<file path="src/rtl/fa_pkg.sv">
// Shared mode encodings and error-counter sizing for the approximate full-adder slice.
package fa_pkg;
    localparam logic [2:0] FA_MODE_EXACT       = 3'd0;
    localparam logic [2:0] FA_MODE_AMA_INV     = 3'd1;
    localparam logic [2:0] FA_MODE_CPY_A_CARRY = 3'd2;
    localparam logic [2:0] FA_MODE_CPY_AB      = 3'd3;

    localparam int unsigned FA_ERR_CNT_W = 16;
    localparam logic [FA_ERR_CNT_W-1:0] FA_ERR_CNT_MAX = 16'hFFFF;
endpackage

</file>
<file path="src/rtl/fa_cell.sv">
// Combinational core: approximate sum/carry selected by mode, plus exact reference result.
module fa_cell
    import fa_pkg::*;
(
    input  logic       a,
    input  logic       b,
    input  logic       c,
    input  logic [2:0] mode,
    output logic       sum,
    output logic       carry,
    output logic       es,
    output logic       ec
);
    assign es = a ^ b ^ c;
    assign ec = (a & b) | (a & c) | (b & c);

    // Reserved encodings fall through to the exact adder.
    always_comb begin
        sum   = es;
        carry = ec;
        case (mode)
            FA_MODE_AMA_INV: begin
                sum   = ~ec;
                carry = ec;
            end
            FA_MODE_CPY_A_CARRY: begin
                sum   = es;
                carry = a;
            end
            FA_MODE_CPY_AB: begin
                sum   = b;
                carry = a;
            end
            default: begin
                sum   = es;
                carry = ec;
            end
        endcase
    end
endmodule

</file>
<file path="src/rtl/fa.sv">
// Registered approximate full-adder slice. Define FA_ERR_MON_EN to build the
// approximate-vs-exact error flag and saturating mismatch counter.
module fa
    import fa_pkg::*;
(
    input  logic                    a,
    input  logic                    b,
    input  logic                    c,
    output logic                    sum,
    output logic                    carry,
    input  logic                    clk,
    input  logic                    rst,
    input  logic                    in_vld,
    input  logic [2:0]              mode,
    input  logic                    clr_cnt,
    output logic                    out_vld,
    output logic                    err,
    output logic [FA_ERR_CNT_W-1:0] err_cnt
);
    logic sum_d, carry_d, es, ec;
    logic sum_q, carry_q, out_vld_q;

    fa_cell u_cell (
        .a     (a),
        .b     (b),
        .c     (c),
        .mode  (mode),
        .sum   (sum_d),
        .carry (carry_d),
        .es    (es),
        .ec    (ec)
    );

    always_ff @(posedge clk or posedge rst) begin
        if (rst) begin
            sum_q     <= 1'b0;
            carry_q   <= 1'b0;
            out_vld_q <= 1'b0;
        end else begin
            out_vld_q <= in_vld;
            if (in_vld) begin
                sum_q   <= sum_d;
                carry_q <= carry_d;
            end
        end
    end

    assign sum     = sum_q;
    assign carry   = carry_q;
    assign out_vld = out_vld_q;

`ifdef FA_ERR_MON_EN
    logic                    err_d, err_q;
    logic [FA_ERR_CNT_W-1:0] cnt_d, cnt_q;

    assign err_d = (sum_d != es) | (carry_d != ec);

    // Clear wins over a same-edge increment; the count sticks at its maximum.
    always_comb begin
        cnt_d = cnt_q;
        if (clr_cnt)
            cnt_d = '0;
        else if (in_vld && err_d && (cnt_q != FA_ERR_CNT_MAX))
            cnt_d = cnt_q + 16'd1;
    end

    always_ff @(posedge clk or posedge rst) begin
        if (rst) begin
            err_q <= 1'b0;
            cnt_q <= '0;
        end else begin
            if (in_vld)
                err_q <= err_d;
            cnt_q <= cnt_d;
        end
    end

    assign err     = err_q;
    assign err_cnt = cnt_q;
`else
    logic unused_mon;
    assign unused_mon = ^{clr_cnt, es, ec};
    assign err        = 1'b0;
    assign err_cnt    = '0;
`endif
endmodule

</file>
<file path="config.mk">
export PLATFORM = sky130hd
export DESIGN_NAME = fa
export DESIGN_NICKNAME = d
export VERILOG_FILES = /design/src/rtl/fa_pkg.sv /design/src/rtl/fa_cell.sv /design/src/rtl/fa.sv
export SDC_FILE = /design/constraint.sdc
export NUM_CORES = 1
export LEC_CHECK = 0
export BUFFER_PORTS_ARGS = -buffer_cell sky130_fd_sc_hd__clkbuf_2
export CAP_MARGIN = 20
export CORE_AREA = 2 2 39 41
export CTS_CLUSTER_DIAMETER = 40
export DETAILED_ROUTE_END_ITERATION = 8
export DIE_AREA = 0 0 41 43
export SYNTH_ARGS = -nofsm -noshare
export SYNTH_HDL_FRONTEND = slang
export SYNTH_SLANG_ARGS = --single-unit
</file>
<file path="constraint.sdc">
create_clock -name clk -period 0.8 [get_ports clk]
set_input_delay 0.16 -clock clk [delete_from_list [all_inputs] [get_ports clk]]
set_output_delay 0.16 -clock clk [all_outputs]
set_load 0.02 [all_outputs]
</file>
==> flow_summary_export.csv <==
group,metric,value,unit
run_status,outcome,"complete, but fails checks",
run_status,violations,"negative setup slack",
setup_path,critPathBufInv,1,
yosys,synth_area_per_cell,8.87,um^2
finish,final_area,383,um^2
yosys,syn_inst,34,
floorplanning,start_util,0.218,
global_routing,grt_util_all_layers,0.0573,
yosys,synth.distinct_cells,14,
floorplanning,core_region_area,1380,um^2
route,via_per_inst,3.17,
global_routing,grt_max_degree,6,
finish,nFillCells,161,
min_path,hp-start,"in_vld",
floorplanning,die_y,43,um
min_path,hold_class,"primary input to flip-flop",
setup_path,slowest_delay,370,ps
yosys,synth-compound-area-share,0.0539,
timing,rsz0062_at_grt,"true",
cts,clock_latency,230,ps
route,vias,209,
finish,regArea,75.1,um^2
setup_path,crit_type,"flip-flop to output pin",
timing,hold_violations,0,
route,drt_first_pass_iters,1,
yosys,synth_top_family_by_area,"buffers and inverters",
run,max_cap_viol_count,0,
setup_path,crit_fanout,2,
yosys,synth-xor-area-share,0,
global_routing,first_global_vias,170,
timing,fin_crit,920,ps
power,p_leak,0.208,nW
global_routing,grt_pass1_wl,621,um
global_routing,grt-ovfl-total,0,
cts,path_clk_slew,40,ps
yosys,synthAdderAreaFrac,0.0664,
floorplanning,io_pins,30,
cts,cts_max_level,1,
setup_path,crit_arrival,760,ps
cts,cts_tree,"yes",
setup_path,required,640,ps
place,port_buffers,11,
cts,cts_max_path_buffers,2,
place,dpl-instance-area,309,um^2
cts,root_buffer,"clkbuf_4",
setup_path,cp_cell_sequence,"clkbuf_8",
timing,maxSlewViolCount,0,
route,post-route-drc-count,0,
route,wl,462,um
place,gp_congestion,0.602,
global_routing,antenna_found_initial,0,
yosys,yosysWarnings,0,
setup_path,path_delay_family,"flip-flops",
floorplanning,dieArea,1760,um^2
setup_path,r2r_start,"sum$_DFFE_PP0P_",
timing,skew,0,ps
route,drt_iter0_markers,0,
power,ir_drop,0.000391,V
floorplanning,num_rows,14,
finish,syn2layout_area_growth,27.0,%
finish,utilization,0.277,
finish,antenna_cells,0,
yosys,yosys.area_share.simple,0.149,
timing,post-route-period-util,1.15,
finish,num-nets-final,62,
route,routedWlPerCell,7.00,um
cts,clock_sinks,3,
setup_path,crit_start,"sum$_DFFE_PP0P_",
setup_path,r2r_setup_slack,40,ps
timing,fmax,1090,MHz
setup_path,slowest_stage,"dfrtp_1",
yosys,synth.ff_latch_count,3,
cts,cts-buffers-inserted,3,
yosys,synth-seq-area-share,0.249,
power,power_density,1730,nW/um^2
timing,setup_slack,-120,ps
yosys,syn-cell-area,302,um^2
setup_path,start_kind,"flip-flop",
finish,layout-drive-gt1-share,0.360,
yosys,synth_mux_area_frac,0.0332,
floorplanning,die_w,41,um
setup_path,crit_path_end_kind,"output pin",
finish,multi_input_area,158,um^2
route,ant_nets,0,
timing,setup_viol,4,
-- power breakdown --
group / total, mW / leakage [nW] / internal [mW] / switching (mW)
combinational: 0.219 / 0.159 / 0.0859 / 0.133
sequential: 0.179 / 0.0341 / 0.169 / 0.0102
clock: 0.265 / 0.0150 / 0.187 / 0.0777
-- area by class of cell --
class                           instances  area share
Tap cell                               16      0.0523
Inverter                                1     0.00980
Sequential cell                         3       0.196
Clock buffer                            4      0.0686
Timing Repair Buffer                   13       0.261
Multi-Input combinational cell         29       0.412
-- per-stage QoR --
step	instances	total power, mW	setup WS, ps	hold WS, ps	TNS, ps
2_1_floorplan	50	0.370	-147	-86.4	-238
3_3_place_gp	60	0.354	-272	6.80	-526
3_5_place_dp	60	0.357	-290	11.3	-544
4_1_cts	66	0.661	-127	94.7	-417
5_1_grt	66	0.716	-148	101	-467
6_report	66	0.663	-120	108	-364
-- worst paths after layout --
path | to | cells past startpoint
max in group asynchronous | out_vld$_DFF_PP0_ | 3
setup reg to reg | sum$_DFFE_PP0P_ | 3
setup / recovery | sum | 1
hold / removal | out_vld$_DFF_PP0_ | 1
hold reg to reg | carry$_DFFE_PP0P_ | 2
min in group asynchronous | sum$_DFFE_PP0P_ | 3
-- flip-flops by register name, summed over array words and instances (netlist names) --
name and count:
sum 1, out_vld 1, carry 1
-- layout by cell type (no fill, tap or decap) --
cell type | netlist | final
inv_1 | 1 | 1
a31oi_1 | 1 | 1
buf_4 | 17 | 1
and2_2 | 1 | 1
clkbuf_8 | 0 | 1
nor2b_4 | 1 | 1
clkbuf_2 | 0 | 7
nor2b_1 | 1 | 1
fa_2 | 0 | 1
a21oi_1 | 1 | 1
conb_1 | 1 | 17
clkbuf_1 | 0 | 1
buf_6 | 0 | 3
mux2i_1 | 1 | 1
nor2_1 | 3 | 3
dfrtp_1 | 3 | 3
nand2b_1 | 1 | 1
o21ai_0 | 1 | 1
clkbuf_4 | 0 | 3
dlygate4sd3_1 | 0 | 1
-- synth_stat cells, drive strengths merged --
library cell | number | area [um^2]
a21oi | 1 | 5.00
a31oi | 1 | 6.26
and2 | 1 | 7.51
buf | 17 | 128
conb | 1 | 3.75
dfrtp | 3 | 75.1
fa | 1 | 20.0
inv | 1 | 3.75
mux2i | 1 | 10.0
nand2b | 1 | 6.26
nor2 | 3 | 11.3
nor2b | 2 | 20.0
o21ai | 1 | 5.00
-- routing by layer --
metal  up-vias  GRT usage  routed length (um)
met4         0     0.0600                   0
met5         -          0                   0
met3         0     0.0314                  74
met2        18     0.0688                 219
met1        88     0.0645                 169
li1        103          -                   -
-- cell families after synthesis --
logic type,count (synthesis)
other,1
AOI/OAI and AO/OA,3
and+or+nand+nor,7
buffers and inverters,18
muxes,1
DFF,3
adders and majority gates,1
-- timing repair --
item	4_1_cts	5_1_grt
gates resized for setup	3	9
hold buffers	1	0
endpoints found under the hold margin	3	0
setup endpoints to repair	5	4
pin swaps	2	2
buffers inserted	1	0
Note: power is estimated with default switching activity, not from simulation.
